===== config.mk =====
export PLATFORM = sky130hd
export DESIGN_NAME = data_mem_responder
export DESIGN_NICKNAME = d
export VERILOG_FILES = /design/src/rtl/data_mem_responder.sv
export SDC_FILE = /design/constraint.sdc
export NUM_CORES = 2
export LEC_CHECK = 0
export CORE_UTILIZATION = 35
export DETAILED_ROUTE_END_ITERATION = 7
export SYNTH_ARGS = -nofsm -noshare
export SYNTH_HDL_FRONTEND = slang
export SYNTH_SLANG_ARGS = --single-unit

===== constraint.sdc =====
create_clock -name Clock -period 6 [get_ports Clock]
set_input_delay 0.9 -clock Clock [delete_from_list [all_inputs] [get_ports Clock]]
set_output_delay 0.9 -clock Clock [all_outputs]
set_load 0.05 [all_outputs]

===== src/rtl/data_mem_responder.sv =====
// Data-side memory responder: word-addressed RAM behind a Waitreq handshake with WAIT_STATES wait cycles.
// Optional access statistics ports are enabled by defining DATA_MEM_STATS_EN.
module data_mem_responder #(
    parameter int WORD_SIZE   = 16,
    parameter int DEPTH       = 256,
    parameter int WAIT_STATES = 2
) (
    input  logic                 Clock,
    input  logic                 Reset,
    input  logic                 ReadData,
    input  logic                 WriteData,
    input  logic [WORD_SIZE-1:0] DataAddr,
    input  logic [WORD_SIZE-1:0] DataOut,
    output logic [WORD_SIZE-1:0] DataIn,
    output logic                 DataWaitreq,
    output logic                 Error
`ifdef DATA_MEM_STATS_EN
    ,
    output logic [WORD_SIZE-1:0] ReadCount,
    output logic [WORD_SIZE-1:0] WriteCount,
    output logic [31:0]          WaitCount
`endif
);

    localparam int         AW       = (DEPTH > 1) ? $clog2(DEPTH) : 1;
    localparam bit         NO_WAIT  = (WAIT_STATES == 0);
    localparam logic [3:0] CNT_INIT = (WAIT_STATES > 0) ? 4'(WAIT_STATES - 1) : 4'd0;

    localparam logic [1:0] IDLE = 2'd0;
    localparam logic [1:0] BUSY = 2'd1;
    localparam logic [1:0] ACK  = 2'd2;

    logic [WORD_SIZE-1:0] mem [DEPTH];
    logic [1:0]           state;
    logic [3:0]           cnt;
    logic [WORD_SIZE-1:0] addr_q;
    logic [WORD_SIZE-1:0] wdata_q;
    logic [WORD_SIZE-1:0] rdata;
    logic                 op_q;
    logic                 req;
    logic                 accept;
    logic                 acc_write;
    logic                 commit_en;
    logic [WORD_SIZE-1:0] commit_addr;
    logic [WORD_SIZE-1:0] commit_data;

    function automatic logic in_range(input logic [WORD_SIZE-1:0] a);
        return 32'(a) < 32'(DEPTH);
    endfunction

    function automatic logic [WORD_SIZE-1:0] read_word(input logic [WORD_SIZE-1:0] a,
                                                       input logic is_write);
        return (!is_write && in_range(a)) ? mem[a[AW-1:0]] : '0;
    endfunction

    assign req         = ReadData | WriteData;
    assign accept      = req && (state == ACK || NO_WAIT);
    assign DataWaitreq = req && !(state == ACK || NO_WAIT);
    assign acc_write   = NO_WAIT ? WriteData : op_q;

    always_comb begin
        DataIn = '0;
        if (NO_WAIT) begin
            if (ReadData) DataIn = read_word(DataAddr, WriteData);
        end else if (state == ACK && req) begin
            DataIn = rdata;
        end
    end

    always_comb begin
        commit_en   = 1'b0;
        commit_addr = NO_WAIT ? DataAddr : addr_q;
        commit_data = NO_WAIT ? DataOut : wdata_q;
        if (!Reset && accept && acc_write && in_range(commit_addr)) commit_en = 1'b1;
    end

    always_ff @(posedge Clock) begin
        if (commit_en) mem[commit_addr[AW-1:0]] <= commit_data;
    end

    always_ff @(posedge Clock) begin
        if (Reset) begin
            state   <= IDLE;
            cnt     <= '0;
            addr_q  <= '0;
            op_q    <= 1'b0;
            wdata_q <= '0;
            rdata   <= '0;
            Error   <= 1'b0;
        end else begin
            if (state == IDLE && req && ((ReadData && WriteData) || !in_range(DataAddr)))
                Error <= 1'b1;
            case (state)
                IDLE: begin
                    if (req && !NO_WAIT) begin
                        addr_q  <= DataAddr;
                        op_q    <= WriteData;
                        wdata_q <= DataOut;
                        cnt     <= CNT_INIT;
                        if (WAIT_STATES == 1) begin
                            rdata <= read_word(DataAddr, WriteData);
                            state <= ACK;
                        end else begin
                            state <= BUSY;
                        end
                    end
                end
                BUSY: begin
                    if (!req) begin
                        state <= IDLE;
                        rdata <= '0;
                    end else begin
                        // Leave on the last count so Waitreq spans exactly WAIT_STATES cycles.
                        cnt <= cnt - 4'd1;
                        if (cnt == 4'd1) begin
                            rdata <= read_word(addr_q, op_q);
                            state <= ACK;
                        end
                    end
                end
                ACK: begin
                    state <= IDLE;
                    rdata <= '0;
                end
                default: state <= IDLE;
            endcase
        end
    end

`ifdef DATA_MEM_STATS_EN
    always_ff @(posedge Clock) begin
        if (Reset) begin
            ReadCount  <= '0;
            WriteCount <= '0;
            WaitCount  <= '0;
        end else begin
            if (accept && !acc_write && ReadCount != '1) ReadCount <= ReadCount + WORD_SIZE'(1);
            if (accept && acc_write && WriteCount != '1) WriteCount <= WriteCount + WORD_SIZE'(1);
            if (DataWaitreq && WaitCount != '1) WaitCount <= WaitCount + 32'd1;
        end
    end
`endif

endmodule


==> impl_metrics.env <==
export IMPL_syn_inst=7349
export IMPL_seq_area_mm2=0.124
export IMPL_rows=247
export IMPL_vias=81400
export IMPL_r2r_slack_ns=1.08
export IMPL_power_density_mw_per_mm2=342
export IMPL_synth_compound_area_share_pct=2.88
export IMPL_fin_crit_sh_pct=82.1
export IMPL_r2r_cells=8
export IMPL_cts_tree="yes"
export IMPL_final_util_pct=40.5
export IMPL_place_inst=13500
export IMPL_syn_nets=7387
export IMPL_die_area_mm2=0.460
export IMPL_wl_mm=476
export IMPL_ys_types=69
export IMPL_worst_clock_skew_ns=0.0803
export IMPL_layout_common_cells="edfxtp_1, mux4_2, buf_4"
export IMPL_die_h_um=678
export IMPL_fillers=39300
export IMPL_synth_simple_area_share_pct=2.31
export IMPL_syn_avg_cell_area_um2=21.8
export IMPL_crit_path_max_fanout=37
export IMPL_ctsResizeCount=0
export IMPL_antenna_found_initial=26
export IMPL_grt_pass1_vias=80800
export IMPL_r2r_end="rdata[3]"
export IMPL_min_from="addr_q[15]"
export IMPL_hold_slack_ns=0.461
export IMPL_clk_pin_slew_ns=0.06
export IMPL_synth_cell_area_mm2=0.160
export IMPL_path_class="reg -> reg"
export IMPL_clk_path_buf_depth=4
export IMPL_clk_latency_ns=0.99
export IMPL_ys_dominant_reg_cell="edfxtp_1"
export IMPL_synth_seq_cells=4160
export IMPL_cap_viol_max_count=0
export IMPL_min_delay_path_depth=2
export IMPL_postCtsSetupRepairBufs=0
export IMPL_wl_per_cell_um=33.4
export IMPL_synth_top_family_by_area="multiplexers"
export IMPL_grt_max_degree=153
export IMPL_async_flop_share_pct=0
export IMPL_numPortBuffers=53
export IMPL_synthAdderAreaFrac_pct=0.0156
export IMPL_initial_utilization_pct=35.3
export IMPL_drive_above_1_share_pct=27.1
export IMPL_grt_pass1_wl_mm=656
export IMPL_synthMuxAreaShare_pct=15.3
export IMPL_worst_ep_arrival_time_ns=5.74
export IMPL_synth_warnings=0
export IMPL_clkSinkCount=4160
export IMPL_layoutNonFillerInstCount=14300
export IMPL_cts_root_buffer="clkbuf_16"
export IMPL_maxSlewHeadroom_pct=3.99
export IMPL_cp_required_ns=6.82
export IMPL_ioPinCount=54
export IMPL_max_freq_mhz=203
export IMPL_area_growth_synth_to_final_pct=15.0
export IMPL_die_w_um=678
export IMPL_tns_ns=0
export IMPL_synth_xor_area_share_pct=0
export IMPL_fin_nets=7969
export IMPL_overflow=0
export IMPL_status="completed"
export IMPL_core_mm2=0.454
export IMPL_yosysSeqAreaShare_pct=77.7
export IMPL_grt_setup_unrepaired="no"
export IMPL_postCtsHoldBufs=0
export IMPL_drtPass1Iterations=7
export IMPL_min_to="addr_q[15]"
export IMPL_max_vdd_ir_drop_mv=0.269
export IMPL_final_common_cell="edfxtp_1"
export IMPL_startpoint_type="register"
export IMPL_tightest_slew_ns=1.42
export IMPL_ant_nets=0
export IMPL_drv_slew=0
export IMPL_vias_per_cell=5.71
export IMPL_first_iter_violations=11600
export IMPL_htree_levels=5
export IMPL_synth_edf_count=4096
export IMPL_setup_viol=0
export IMPL_leakagePower_nw=57.3
export IMPL_grtUsageTotal_pct=20.2
export IMPL_finalHoldViolations=0
export IMPL_holdCritPathClass="reg -> reg"
export IMPL_period_minus_slack_ns=4.92
export IMPL_power_w=0.0629
export IMPL_cp_end_kind="register"
export IMPL_drc=0
export IMPL_numCtsBuffers=404
export IMPL_hpwl_mm=298
export IMPL_multi_input_comb_area_mm2=0.0333
export IMPL_gp_congestion=0.895
[worst max-delay path by stage]
stage | from | endpoint
2_1_floorplan | commit_data[0] | mem[0][0]
3_3_place_gp | register | rdata[0]
3_5_place_dp | register | rdata[9]
4_1_cts | register | rdata[9]
5_1_grt | register | rdata[3]
6_report | register | rdata[3]
[state kept, by name, summed over array words and instances, names as in the netlist, named ones only]
signal / flops
mem: 4096
rdata: 16
acc_write: 1
addr_q: 16
cnt: 4
Error: 1
state: 2
commit_data: 16
[cell families after synthesis]
logic type / count (synthesis)
AO/OA/AOI/OAI: 685
adder cells (fa/ha/maj): 2
buffers and inverters: 429
flip-flops: 4160
multiplexers: 1239
AND/OR/NAND/NOR: 834
[layout make-up]
type,instances,area share [%]
Sequential cell,4160,67.6
Multi-Input combinational cell,2760,18.1
Clock buffer,481,5.76
Tap cell,5976,4.06
Timing Repair Buffer,598,2.86
Clock inverter,260,1.58
Antenna cell,18,0.0245
Inverter,7,0.0184
[stage by stage]
| stage | cell area, µm² | setup slack (ns) |
|---|---|---|
| 6_report | 184000 | 1.08 |
| 5_1_grt | 184000 | 1.06 |
| 4_1_cts | 184000 | 1.21 |
| 3_5_place_dp | 170000 | 1.17 |
| 3_3_place_gp | 170000 | 1.02 |
| 2_1_floorplan | 160000 | 1.75 |
[synth_stat cells (all sizes together) (38+ instances only)]
| cell | n | share of area, % |
|---|---|---|
| a22oi | 148 | 0.69 |
| o21ai | 60 | 0.19 |
| clkbuf | 158 | 0.38 |
| a31oi | 38 | 0.15 |
| dfxtp | 64 | 0.80 |
| nand3 | 38 | 0.12 |
| nand2 | 252 | 0.59 |
| mux4 | 957 | 14 |
| nor2 | 329 | 0.77 |
| mux2i | 268 | 1.7 |
| a21oi | 155 | 0.48 |
| nor3 | 53 | 0.17 |
| buf | 262 | 1.4 |
| o221ai | 46 | 0.25 |
| edfxtp | 4096 | 77 |
| o22ai | 103 | 0.40 |
[metal layers]
layer  up-vias  GRT usage (%)  wire length [µm]
met2      4913           32.2            225000
met4        10           9.20             24700
li1      32100              -                 -
met1     43500           26.7            178000
met5         -              0                62
met3       883           4.26             47400
[critical path: stages, from the launching register on]
cell and delay, ns:
dfxtp_4 1.20, buf_12 0.39, buf_4 0.52, mux2i_1 0.33, a22oi_1 0.13, a31oi_1 0.60
o21ai_0 0.19, nor4b_1 1.22, o41ai_1 0.14
[power by group]
part,internal [W],switching (W)
registers,0.0321,0.000233
logic,0.00141,0.00305
clock network,0.0150,0.0111
No activity file was read; power rests on OpenSTA's default activity.
